### config.mk
export PLATFORM = sky130hd
export DESIGN_NAME = alarm_controller_flat
export DESIGN_NICKNAME = d
export VERILOG_FILES = /design/src/rtl/alarm_controller_if.sv /design/src/rtl/alarm_controller.sv /design/src/flat_wrapper.sv
export SDC_FILE = /design/constraint.sdc
export NUM_CORES = 1
export LEC_CHECK = 0
export CAP_MARGIN = 40
export CELL_PAD_IN_SITES_DETAIL_PLACEMENT = 0
export CELL_PAD_IN_SITES_GLOBAL_PLACEMENT = 1
export CORE_UTILIZATION = 40
export CTS_BUF_LIST = sky130_fd_sc_hd__clkbuf_8
export DETAILED_ROUTE_END_ITERATION = 12
export HOLD_SLACK_MARGIN = 0.02
export MAX_ROUTING_LAYER = met4
export PLACE_DENSITY_LB_ADDON = 0.1
export SYNTH_ARGS = -nofsm -noshare
export SYNTH_HDL_FRONTEND = slang
export SYNTH_SLANG_ARGS = --single-unit
### constraint.sdc
create_clock -name clk_i -period 2.6 [get_ports clk_i]
set_input_delay 0.26 -clock clk_i [delete_from_list [all_inputs] [get_ports clk_i]]
set_output_delay 0.26 -clock clk_i [all_outputs]
set_load 0.01 [all_outputs]
### src/rtl/alarm_controller_if.sv
// Button, time-of-day and alarm status signals between the alarm controller and its surroundings.
// The slave modport is the controller side; the master modport is the driver/observer side.
interface alarm_controller_if;
  logic       tick;
  logic [5:0] seconds;
  logic [5:0] minutes;
  logic [4:0] hours;
  logic       mode;
  logic       min_adv;
  logic       hr_adv;
  logic       snooze;
  logic       stop;
  logic       alarm_en;

  logic       setup;
  logic       clk_min_adv;
  logic       clk_hr_adv;
  logic [5:0] alarm_min;
  logic [4:0] alarm_hr;
  logic       ring;
  logic [2:0] state;

  modport slave (
    input  tick, seconds, minutes, hours, mode, min_adv, hr_adv, snooze, stop, alarm_en,
    output setup, clk_min_adv, clk_hr_adv, alarm_min, alarm_hr, ring, state
  );

  modport master (
    output tick, seconds, minutes, hours, mode, min_adv, hr_adv, snooze, stop, alarm_en,
    input  setup, clk_min_adv, clk_hr_adv, alarm_min, alarm_hr, ring, state
  );
endinterface

### src/rtl/alarm_controller.sv
// Alarm clock mode FSM: time/alarm setup, alarm trigger, ring timeout and snooze; all outputs registered, 1-cycle latency.
// No backpressure: every button pulse and TICK is consumed in the cycle it arrives.
module alarm_controller #(
  parameter int RING_SEC   = 60,
  parameter int SNOOZE_SEC = 300
) (
  input  logic               clk_i,
  input  logic               clr_n_i,
  alarm_controller_if.slave  ctl
);

  localparam int RW = $clog2(RING_SEC) + 1;
  localparam int SW = $clog2(SNOOZE_SEC) + 1;
  localparam logic [RW-1:0] RING_LAST = RW'(RING_SEC - 1);
  localparam logic [SW-1:0] SNZ_LAST  = SW'(SNOOZE_SEC - 1);

  typedef enum logic [2:0] {
    RUN       = 3'd0,
    SET_TIME  = 3'd1,
    SET_ALARM = 3'd2,
    RINGING   = 3'd3,
    SNOOZED   = 3'd4
  } state_e;

  state_e        state_q, state_d;
  logic [RW-1:0] ring_cnt_q, ring_cnt_d;
  logic [SW-1:0] snz_cnt_q, snz_cnt_d;
  logic [5:0]    alarm_min_q, alarm_min_d;
  logic [4:0]    alarm_hr_q, alarm_hr_d;
  logic          min_adv_q, min_adv_d;
  logic          hr_adv_q, hr_adv_d;
  logic          setup_q, ring_q;
  logic          match;

  // The alarm fires only on the TICK that lands exactly on hh:mm:00.
  assign match = ctl.alarm_en && ctl.tick && (ctl.seconds == 6'd0) &&
                 (ctl.minutes == alarm_min_q) && (ctl.hours == alarm_hr_q);

  always_comb begin
    state_d     = state_q;
    ring_cnt_d  = ring_cnt_q;
    snz_cnt_d   = snz_cnt_q;
    alarm_min_d = alarm_min_q;
    alarm_hr_d  = alarm_hr_q;
    min_adv_d   = 1'b0;
    hr_adv_d    = 1'b0;

    case (state_q)
      RUN: begin
        if (match) begin
          state_d    = RINGING;
          ring_cnt_d = '0;
        end else if (ctl.mode) begin
          state_d = SET_TIME;
        end
      end

      SET_TIME: begin
        if (ctl.mode) begin
          state_d = SET_ALARM;
        end else begin
          min_adv_d = ctl.min_adv;
          hr_adv_d  = ctl.hr_adv;
        end
      end

      SET_ALARM: begin
        if (ctl.mode) begin
          state_d = RUN;
        end else begin
          if (ctl.min_adv) begin
            alarm_min_d = (alarm_min_q == 6'd59) ? 6'd0 : alarm_min_q + 6'd1;
          end
          if (ctl.hr_adv) begin
            alarm_hr_d = (alarm_hr_q == 5'd23) ? 5'd0 : alarm_hr_q + 5'd1;
          end
        end
      end

      RINGING: begin
        if (!ctl.alarm_en || ctl.stop) begin
          state_d = RUN;
        end else if (ctl.snooze) begin
          state_d   = SNOOZED;
          snz_cnt_d = '0;
        end else if (ctl.tick) begin
          if (ring_cnt_q == RING_LAST) begin
            state_d = RUN;
          end else begin
            ring_cnt_d = ring_cnt_q + 1'b1;
          end
        end
      end

      SNOOZED: begin
        if (!ctl.alarm_en || ctl.stop) begin
          state_d = RUN;
        end else if (ctl.tick) begin
          if (snz_cnt_q == SNZ_LAST) begin
            state_d    = RINGING;
            ring_cnt_d = '0;
          end else begin
            snz_cnt_d = snz_cnt_q + 1'b1;
          end
        end
      end

      default: state_d = RUN;
    endcase
  end

  always_ff @(posedge clk_i or negedge clr_n_i) begin
    if (!clr_n_i) begin
      state_q     <= RUN;
      ring_cnt_q  <= '0;
      snz_cnt_q   <= '0;
      alarm_min_q <= '0;
      alarm_hr_q  <= '0;
      min_adv_q   <= 1'b0;
      hr_adv_q    <= 1'b0;
      setup_q     <= 1'b0;
      ring_q      <= 1'b0;
    end else begin
      state_q     <= state_d;
      ring_cnt_q  <= ring_cnt_d;
      snz_cnt_q   <= snz_cnt_d;
      alarm_min_q <= alarm_min_d;
      alarm_hr_q  <= alarm_hr_d;
      min_adv_q   <= min_adv_d;
      hr_adv_q    <= hr_adv_d;
      // Decoded from next state so these flags track STATE with no extra lag.
      setup_q     <= (state_d == SET_TIME);
      ring_q      <= (state_d == RINGING);
    end
  end

  assign ctl.state       = state_q;
  assign ctl.setup       = setup_q;
  assign ctl.ring        = ring_q;
  assign ctl.clk_min_adv = min_adv_q;
  assign ctl.clk_hr_adv  = hr_adv_q;
  assign ctl.alarm_min   = alarm_min_q;
  assign ctl.alarm_hr    = alarm_hr_q;

endmodule
### src/flat_wrapper.sv
// flat-port wrapper written by rule: the top's interface ports become plain ports
module alarm_controller_flat 
#(
  parameter int RING_SEC   = 60,
  parameter int SNOOZE_SEC = 300
)
  (clk_i, clr_n_i, ctl_tick, ctl_seconds, ctl_minutes, ctl_hours, ctl_mode, ctl_min_adv, ctl_hr_adv, ctl_snooze, ctl_stop, ctl_alarm_en, ctl_setup, ctl_clk_min_adv, ctl_clk_hr_adv, ctl_alarm_min, ctl_alarm_hr, ctl_ring, ctl_state);
  alarm_controller_if ctl_i ();
  input  logic clk_i;
  input  logic clr_n_i;
  input wire logic [$bits(ctl_i.tick)-1:0] ctl_tick;
  input wire logic [$bits(ctl_i.seconds)-1:0] ctl_seconds;
  input wire logic [$bits(ctl_i.minutes)-1:0] ctl_minutes;
  input wire logic [$bits(ctl_i.hours)-1:0] ctl_hours;
  input wire logic [$bits(ctl_i.mode)-1:0] ctl_mode;
  input wire logic [$bits(ctl_i.min_adv)-1:0] ctl_min_adv;
  input wire logic [$bits(ctl_i.hr_adv)-1:0] ctl_hr_adv;
  input wire logic [$bits(ctl_i.snooze)-1:0] ctl_snooze;
  input wire logic [$bits(ctl_i.stop)-1:0] ctl_stop;
  input wire logic [$bits(ctl_i.alarm_en)-1:0] ctl_alarm_en;
  output wire logic [$bits(ctl_i.setup)-1:0] ctl_setup;
  output wire logic [$bits(ctl_i.clk_min_adv)-1:0] ctl_clk_min_adv;
  output wire logic [$bits(ctl_i.clk_hr_adv)-1:0] ctl_clk_hr_adv;
  output wire logic [$bits(ctl_i.alarm_min)-1:0] ctl_alarm_min;
  output wire logic [$bits(ctl_i.alarm_hr)-1:0] ctl_alarm_hr;
  output wire logic [$bits(ctl_i.ring)-1:0] ctl_ring;
  output wire logic [$bits(ctl_i.state)-1:0] ctl_state;
  assign ctl_i.tick = ctl_tick;
  assign ctl_i.seconds = ctl_seconds;
  assign ctl_i.minutes = ctl_minutes;
  assign ctl_i.hours = ctl_hours;
  assign ctl_i.mode = ctl_mode;
  assign ctl_i.min_adv = ctl_min_adv;
  assign ctl_i.hr_adv = ctl_hr_adv;
  assign ctl_i.snooze = ctl_snooze;
  assign ctl_i.stop = ctl_stop;
  assign ctl_i.alarm_en = ctl_alarm_en;
  assign ctl_setup = ctl_i.setup;
  assign ctl_clk_min_adv = ctl_i.clk_min_adv;
  assign ctl_clk_hr_adv = ctl_i.clk_hr_adv;
  assign ctl_alarm_min = ctl_i.alarm_min;
  assign ctl_alarm_hr = ctl_i.alarm_hr;
  assign ctl_ring = ctl_i.ring;
  assign ctl_state = ctl_i.state;
  alarm_controller #(.RING_SEC(RING_SEC), .SNOOZE_SEC(SNOOZE_SEC)) u_core (.clk_i(clk_i), .clr_n_i(clr_n_i), .ctl(ctl_i));
endmodule
==> impl_metrics.toml, run 1 <==
[grt]
grt_max_degree = 36
first_global_vias = 1662
grt_pass1_wl_microns = 7760
overflow = 0
antenna_found_initial = 0
grt.total_usage = 0.195

[setup_path]
slowest_stage = "or4_1"
start_kind = "flip-flop"
worst-r2r-setup-slack_ps = 440
path_class = "flip-flop to flip-flop"
worstPathCellList = "or3b_4, a31oi_4, o21ai_2, or4_1, a21oi_1"
path_delay_family = "simple AND/OR/NAND/NOR gates"
worstReg2RegStart = "u_core.ctl.state[1]$_DFF_PN0_"
rr_worst_depth = 5
crit_path_end_kind = "flip-flop"
cp.arrival_ps = 2370
r2r-end = "u_core.snz_cnt_q[9]$_DFFE_PN0P_"
cp_max_fo = 13
cp_data_required_time_ps = 2810
critical_path_buf_inv_count = 0
cp_slowest_stage_delay_ps = 530

[power]
clock_power_share = 0.241
internal_power_mw = 1.20
p_switching_mw = 0.577
irDropWorstVdd_v = 0.000410
pwr-share-comb = 0.331
leakage_nw = 1.12
powerDensity_mw_per_mm2 = 667
seqPwrFrac = 0.428
swShare = 0.325

[yosys]
yosysUniqueCellTypes = 53
yosysTopAreaCellShare = 0.426
synth_warnings = 0
synth-edff-count = 0
synthCells = 216
synth_nets = 246
yosys-top-cells-count = "35 x dfrtp_1, 23 x nand2_1, 18 x nor2_1"
synth_largest_area_cell = "dfrtp_1"
syn_area_sq_mm = 0.00206
synthTopCellsByArea = "dfrtp_1 43%, xor2_1 5.5%, nand2_1 4.2%"
ys_async_sr_fraction = 1.00
yosysSeqAreaShare = 0.426
ys_ff_latch = 35
synth_ff_type = "dfrtp_1"
avgSynthCellArea_sq_um = 9.52
synth_most_common_cell = "dfrtp_1"

[layout]
fin_util = 0.548
antenna_cells = 0
drive_gt1_frac = 0.110
nNetsFinal = 293
fillerInstances = 456
fin_cells = 331
syn_to_final_growth_pct = 29.2

[drt]
vias = 1714
wirelength_microns = 4550
firstDrtPassIters = 4
ant_nets = 0
drc_errors = 0
wire_per_inst_microns = 13.8
vias_per_cell = 5.18
drtIter0Drc = 116

[clock_tree]
clk_path_buf_depth = 2
cts_tree = "built"
cts_setup_buffers = 0
numCtsBuffers = 5
clock_tree.root_cell = "clkbuf_8"
path_clk_slew_ps = 70
holdBufCountCts = 0
clk_latency_ps = 280
clock-sinks = 35
cts_resized = 0
cts-htree-levels = 2

[floorplan]
die_h_microns = 73.7
core_sq_mm = 0.00485
dieArea_sq_mm = 0.00543
rows = 25
die_w_microns = 73.7
initial_core_util = 0.424
ios = 44

[timing]
fin_crit_sh = 0.831
maxSlewViolCount = 0
clock_skew_ps = 4.81
finalCriticalPeriod_ps = 2160
rsz0062_at_grt = "false"
finalSetupViolCount = 0
hold_viol = 0
max-slew-margin-rel = 0.644
hold_slack_ps = 380
worst_pin_slew_ps = 533
timing.fmax_ghz = 0.463
setup_tns_ps = 0

[place]
place_congestion = 0.765
dp_hpwl_microns = 3340
dp_cells = 323
port_buffers = 43

[min_path]
hold_path_class = "input pin to asynchronous set/reset pin"

[flow_run]
maxCapViolCount = 0

[status]
outcome = "finished clean"
==> power groups by stage <==
| stage | logic (mW) | registers, mW | clock network, mW |
|---|---|---|---|
| 4_1_cts | 0.592 | 0.757 | 0.443 |
| 6_report | 0.586 | 0.758 | 0.428 |
| 3_3_place_gp | 0.590 | 0.765 | 0 |
| 3_5_place_dp | 0.588 | 0.766 | 0 |
| 2_1_floorplan | 0.356 | 0.735 | 0 |
| 5_1_grt | 0.646 | 0.775 | 0.467 |
==> worst reg2reg max path, cell delays in order, from the launching register on <==
cell,delay (ps)
dfrtp_1,500
or3b_4,490
a31oi_4,240
o21ai_2,190
or4_1,530
a21oi_1,150
==> registers in the layout (all words and copies together) (netlist names) <==
signal and flops:
u_core.ctl.setup 1, u_core.ring_cnt_q 7, u_core.ctl.clk_hr_adv 1, u_core.ctl.alarm_hr 5, u_core.ctl.alarm_min 6, u_core.ctl.state 3, u_core.ctl.ring 1, u_core.ctl.clk_min_adv 1
u_core.snz_cnt_q 10
==> cell type report <==
class	count	area, sq um	share of cell area
Inverter	4	15.0	0.00565
Sequential cell	35	876	0.330
Multi-Input combinational cell	169	1110	0.419
Clock inverter	1	3.75	0.00141
Timing Repair Buffer	48	468	0.176
Tap cell	67	83.8	0.0316
Clock buffer	7	96.3	0.0363
==> per-layer routing <==
metal | GRT usage | up-vias | share of wire
li1 | - | 885 | -
met1 | 0.270 | 789 | 0.52
met2 | 0.282 | 33 | 0.43
met3 | 0.0370 | 7 | 0.033
met4 | 0.0705 | 0 | 0.012
met5 | - | - | 0
==> placed cells by master, fill, tap and decap left out, types with 4 or more instances in the layout <==
master	netlist	routed
buf_4	1	5
nand4_1	6	6
a31oi_1	4	4
nor2_1	18	18
clkbuf_8	0	7
clkdlybuf4s50_1	0	43
dfrtp_1	35	35
mux2_2	5	5
or4_1	5	5
xor2_1	13	13
o211ai_1	4	4
nand3_1	9	9
a21oi_1	9	9
nor3_1	5	5
xnor2_1	5	5
o21ai_0	10	10
inv_1	4	5
nand2_1	23	23
ha_1	4	4
==> metrics by stage <==
step | instance area (sq um) | setup WS (ps) | power (mW)
after floorplan | 2060 | 634 | 1.09
after global placement | 2560 | 354 | 1.36
after detailed placement | 2560 | 316 | 1.35
after CTS | 2660 | 440 | 1.79
after global routing | 2660 | 280 | 1.89
final | 2660 | 440 | 1.77
==> cell families after synthesis <==
group / share of synthesized area
and+or+nand+nor: 0.243
AOI/OAI and AO/OA: 0.155
DFF: 0.426
xor gates and xnor gates: 0.0767
buffers and inverters: 0.0323
muxes: 0.0420
adders and majority gates: 0.0243
==> worst max path at each step <==
stage,end,slack [ps],depth (start not counted),startpoint
finish,u_core.snz_cnt_q[9]$_DFFE_PN0P_,440,5,u_core.ctl.state[1]$_DFF_PN0_
global route,u_core.snz_cnt_q[9]$_DFFE_PN0P_,280,5,u_core.ctl.state[2]$_DFF_PN0_
CTS,u_core.snz_cnt_q[9]$_DFFE_PN0P_,440,5,u_core.ctl.state[1]$_DFF_PN0_
detailed placement,u_core.ring_cnt_q[1]$_DFFE_PN0P_,320,7,ctl_seconds[3]
global placement,u_core.ring_cnt_q[1]$_DFFE_PN0P_,350,7,ctl_seconds[3]
floorplan,u_core.snz_cnt_q[9]$_DFFE_PN0P_,630,6,u_core.ctl.state[1]$_DFF_PN0_
Power figures use the tool's default switching activity.
==> run 2: changes to the inputs <==
CORE_UTILIZATION = 36   (was 40)
clock period = 1.79 ns   (was 2.6 ns; I/O delays follow)
==> impl_metrics.toml, run 2 (synthesized netlist as in run 1, its figures left out) <==
[status]
outcome = "complete, but fails checks"
violations = "negative setup slack"

[timing]
worst_pin_slew_ps = 482
timing.fmax_ghz = 0.539
finalCriticalPeriod_ps = 1850
setup_ws_ps = -64.4
clock_skew_ps = 5.45
hold_viol = 0
fin_crit_sh = 1.04
finalSetupViolCount = 5
max-slew-margin-rel = 0.679
rsz0062_at_grt = "true"
setup_tns_ps = -169
maxSlewViolCount = 0

[drt]
ant_nets = 0
vias = 1996
wire_per_inst_microns = 13.6
drc_errors = 0
wirelength_microns = 5420
vias_per_cell = 5.00
drtIter0Drc = 97
firstDrtPassIters = 4

[flow_run]
maxCapViolCount = 0

[layout]
largest_reg_flops = 10
final_common_cell = "buf_4"
antenna_cells = 0
fillerInstances = 507
regArea_sq_um = 876
drive_gt1_frac = 0.333
regMostFlops = "u_core.snz_cnt_q"
nNetsFinal = 356
final_cell_mix = "60 x buf_4, 39 x clkdlybuf4s50_1, 35 x dfrtp_1, 22 x nand2_1, 16 x nor2_1"
syn_to_final_growth_pct = 59.5
fin_cells = 399
multi_input_area_sq_mm = 0.00124

[setup_path]
cp_slowest_stage_delay_ps = 360
path_class = "flip-flop to flip-flop"
cp_data_required_time_ps = 2000
critical_path_buf_inv_count = 2
cp.arrival_ps = 2070
path_delay_family = "compound AO/OA/AOI/OAI gates"
slowest_stage = "dfrtp_1"
cp_max_fo = 7
worstReg2RegStart = "u_core.snz_cnt_q[1]$_DFFE_PN0P_"
r2r-end = "u_core.ring_cnt_q[1]$_DFFE_PN0P_"
rr_worst_depth = 8
worstPathCellList = "ha_2, and4b_2, a31oi_4, buf_6, a21o_4, a211oi_4, buf_6, mux2i_1"
crit_path_end_kind = "flip-flop"
start_kind = "flip-flop"
worst-r2r-setup-slack_ps = -60
crit_top_cell = "buf_6"

[place]
dp_hpwl_microns = 3970
dp_cells = 385
port_buffers = 43
place_congestion = 0.805

[clock_tree]
holdBufCountCts = 0
numCtsBuffers = 5
path_clk_slew_ps = 80
clk_latency_ps = 290
clock_tree.root_cell = "clkbuf_8"
cts_tree = "built"
clk_path_buf_depth = 2
cts-htree-levels = 2
clock-sinks = 35

[floorplan]
initial_core_util = 0.373
die_h_microns = 77.6
ios = 44
die_w_microns = 77.6
dieArea_sq_mm = 0.00602
core_sq_mm = 0.00551
rows = 27

[grt]
grt_max_degree = 36
overflow = 0
first_global_vias = 1939
grt_pass1_wl_microns = 8930
antenna_found_initial = 0
grt.total_usage = 0.194

[min_path]
hold_path_class = "input pin to asynchronous set/reset pin"

[power]
leakage_nw = 1.48
irDropWorstVdd_v = 0.000673
powerDensity_mw_per_mm2 = 908
power_mw = 2.98
run 2: cell count changes in the layout (fill, tap and decap cells not counted), moves of 3 or more:
| cell | change |
|---|---|
| buf_4 | +55 |
| buf_6 | +8 |
| clkdlybuf4s50_1 | -4 |
| dlygate4sd2_1 | +3 |
run 2: timing repair:
| item | CTS | global route |
|---|---|---|
| buffers inserted | 3 | 4 |
| pin swaps | 16 | 24 |
| endpoints found under the setup margin | 14 | 18 |
| cloned | 0 | 0 |
| gates resized for setup | 18 | 19 |
run 2: worst max path at each step:
stage                                    start                                to  slack, ps  cells after the start
2_1_floorplan    u_core.ctl.state[0]$_DFF_PN0_   u_core.snz_cnt_q[5]$_DFFE_PN0P_        -90                      7
3_3_place_gp                    ctl_seconds[3]  u_core.ring_cnt_q[1]$_DFFE_PN0P_       -440                      7
3_5_place_dp                    ctl_seconds[3]  u_core.ring_cnt_q[1]$_DFFE_PN0P_       -480                      7
4_1_cts        u_core.snz_cnt_q[1]$_DFFE_PN0P_   u_core.snz_cnt_q[8]$_DFFE_PN0P_        -60                      7
5_1_grt          u_core.ctl.state[0]$_DFF_PN0_  u_core.ring_cnt_q[1]$_DFFE_PN0P_       -140                      8
6_report       u_core.snz_cnt_q[1]$_DFFE_PN0P_  u_core.ring_cnt_q[1]$_DFFE_PN0P_        -60                      8
run 2: worst register-to-register path, cell delays in order (launching register included):
cell and delay, ps:
dfrtp_1 360, ha_2 180, and4b_2 260, a31oi_4 130
buf_6 160, a21o_4 190, a211oi_4 160, buf_6 160
mux2i_1 180
run 2: cell type report:
type                       count  area share
clock buffer                   5      0.0210
clock inverter                 3     0.00496
inverter                       4     0.00458
multi-input combinational    169       0.380
sequential                    35       0.267
tap                           72      0.0275
timing repair buffer         111       0.295
run 2: layer usage:
layer,GRT usage,share of wire,wire length (microns),up-vias
met5,-,0,0,-
met4,0.0415,0.0081,44,0
met3,0.0376,0.046,248,4
met2,0.320,0.48,2580,50
met1,0.246,0.47,2550,941
li1,-,-,-,1001
run 2: where the power goes:
part           total [mW]  internal [mW]  switching, mW
Combinational        1.42          0.808          0.610
Sequential          0.987          0.904         0.0827
Clock               0.572          0.267          0.306
Total                2.98           1.98          0.998
run 2: stage by stage:
stage,cell area [sq um],hold slack [ps],util,setup slack [ps]
after floorplan,2100,-117,-,-94.3
after global placement,3020,479,0.548,-445
after detailed placement,3020,479,0.548,-482
after CTS,3170,332,0.576,-61.5
after global routing,3280,354,0.595,-136
final,3280,306,0.595,-64.4
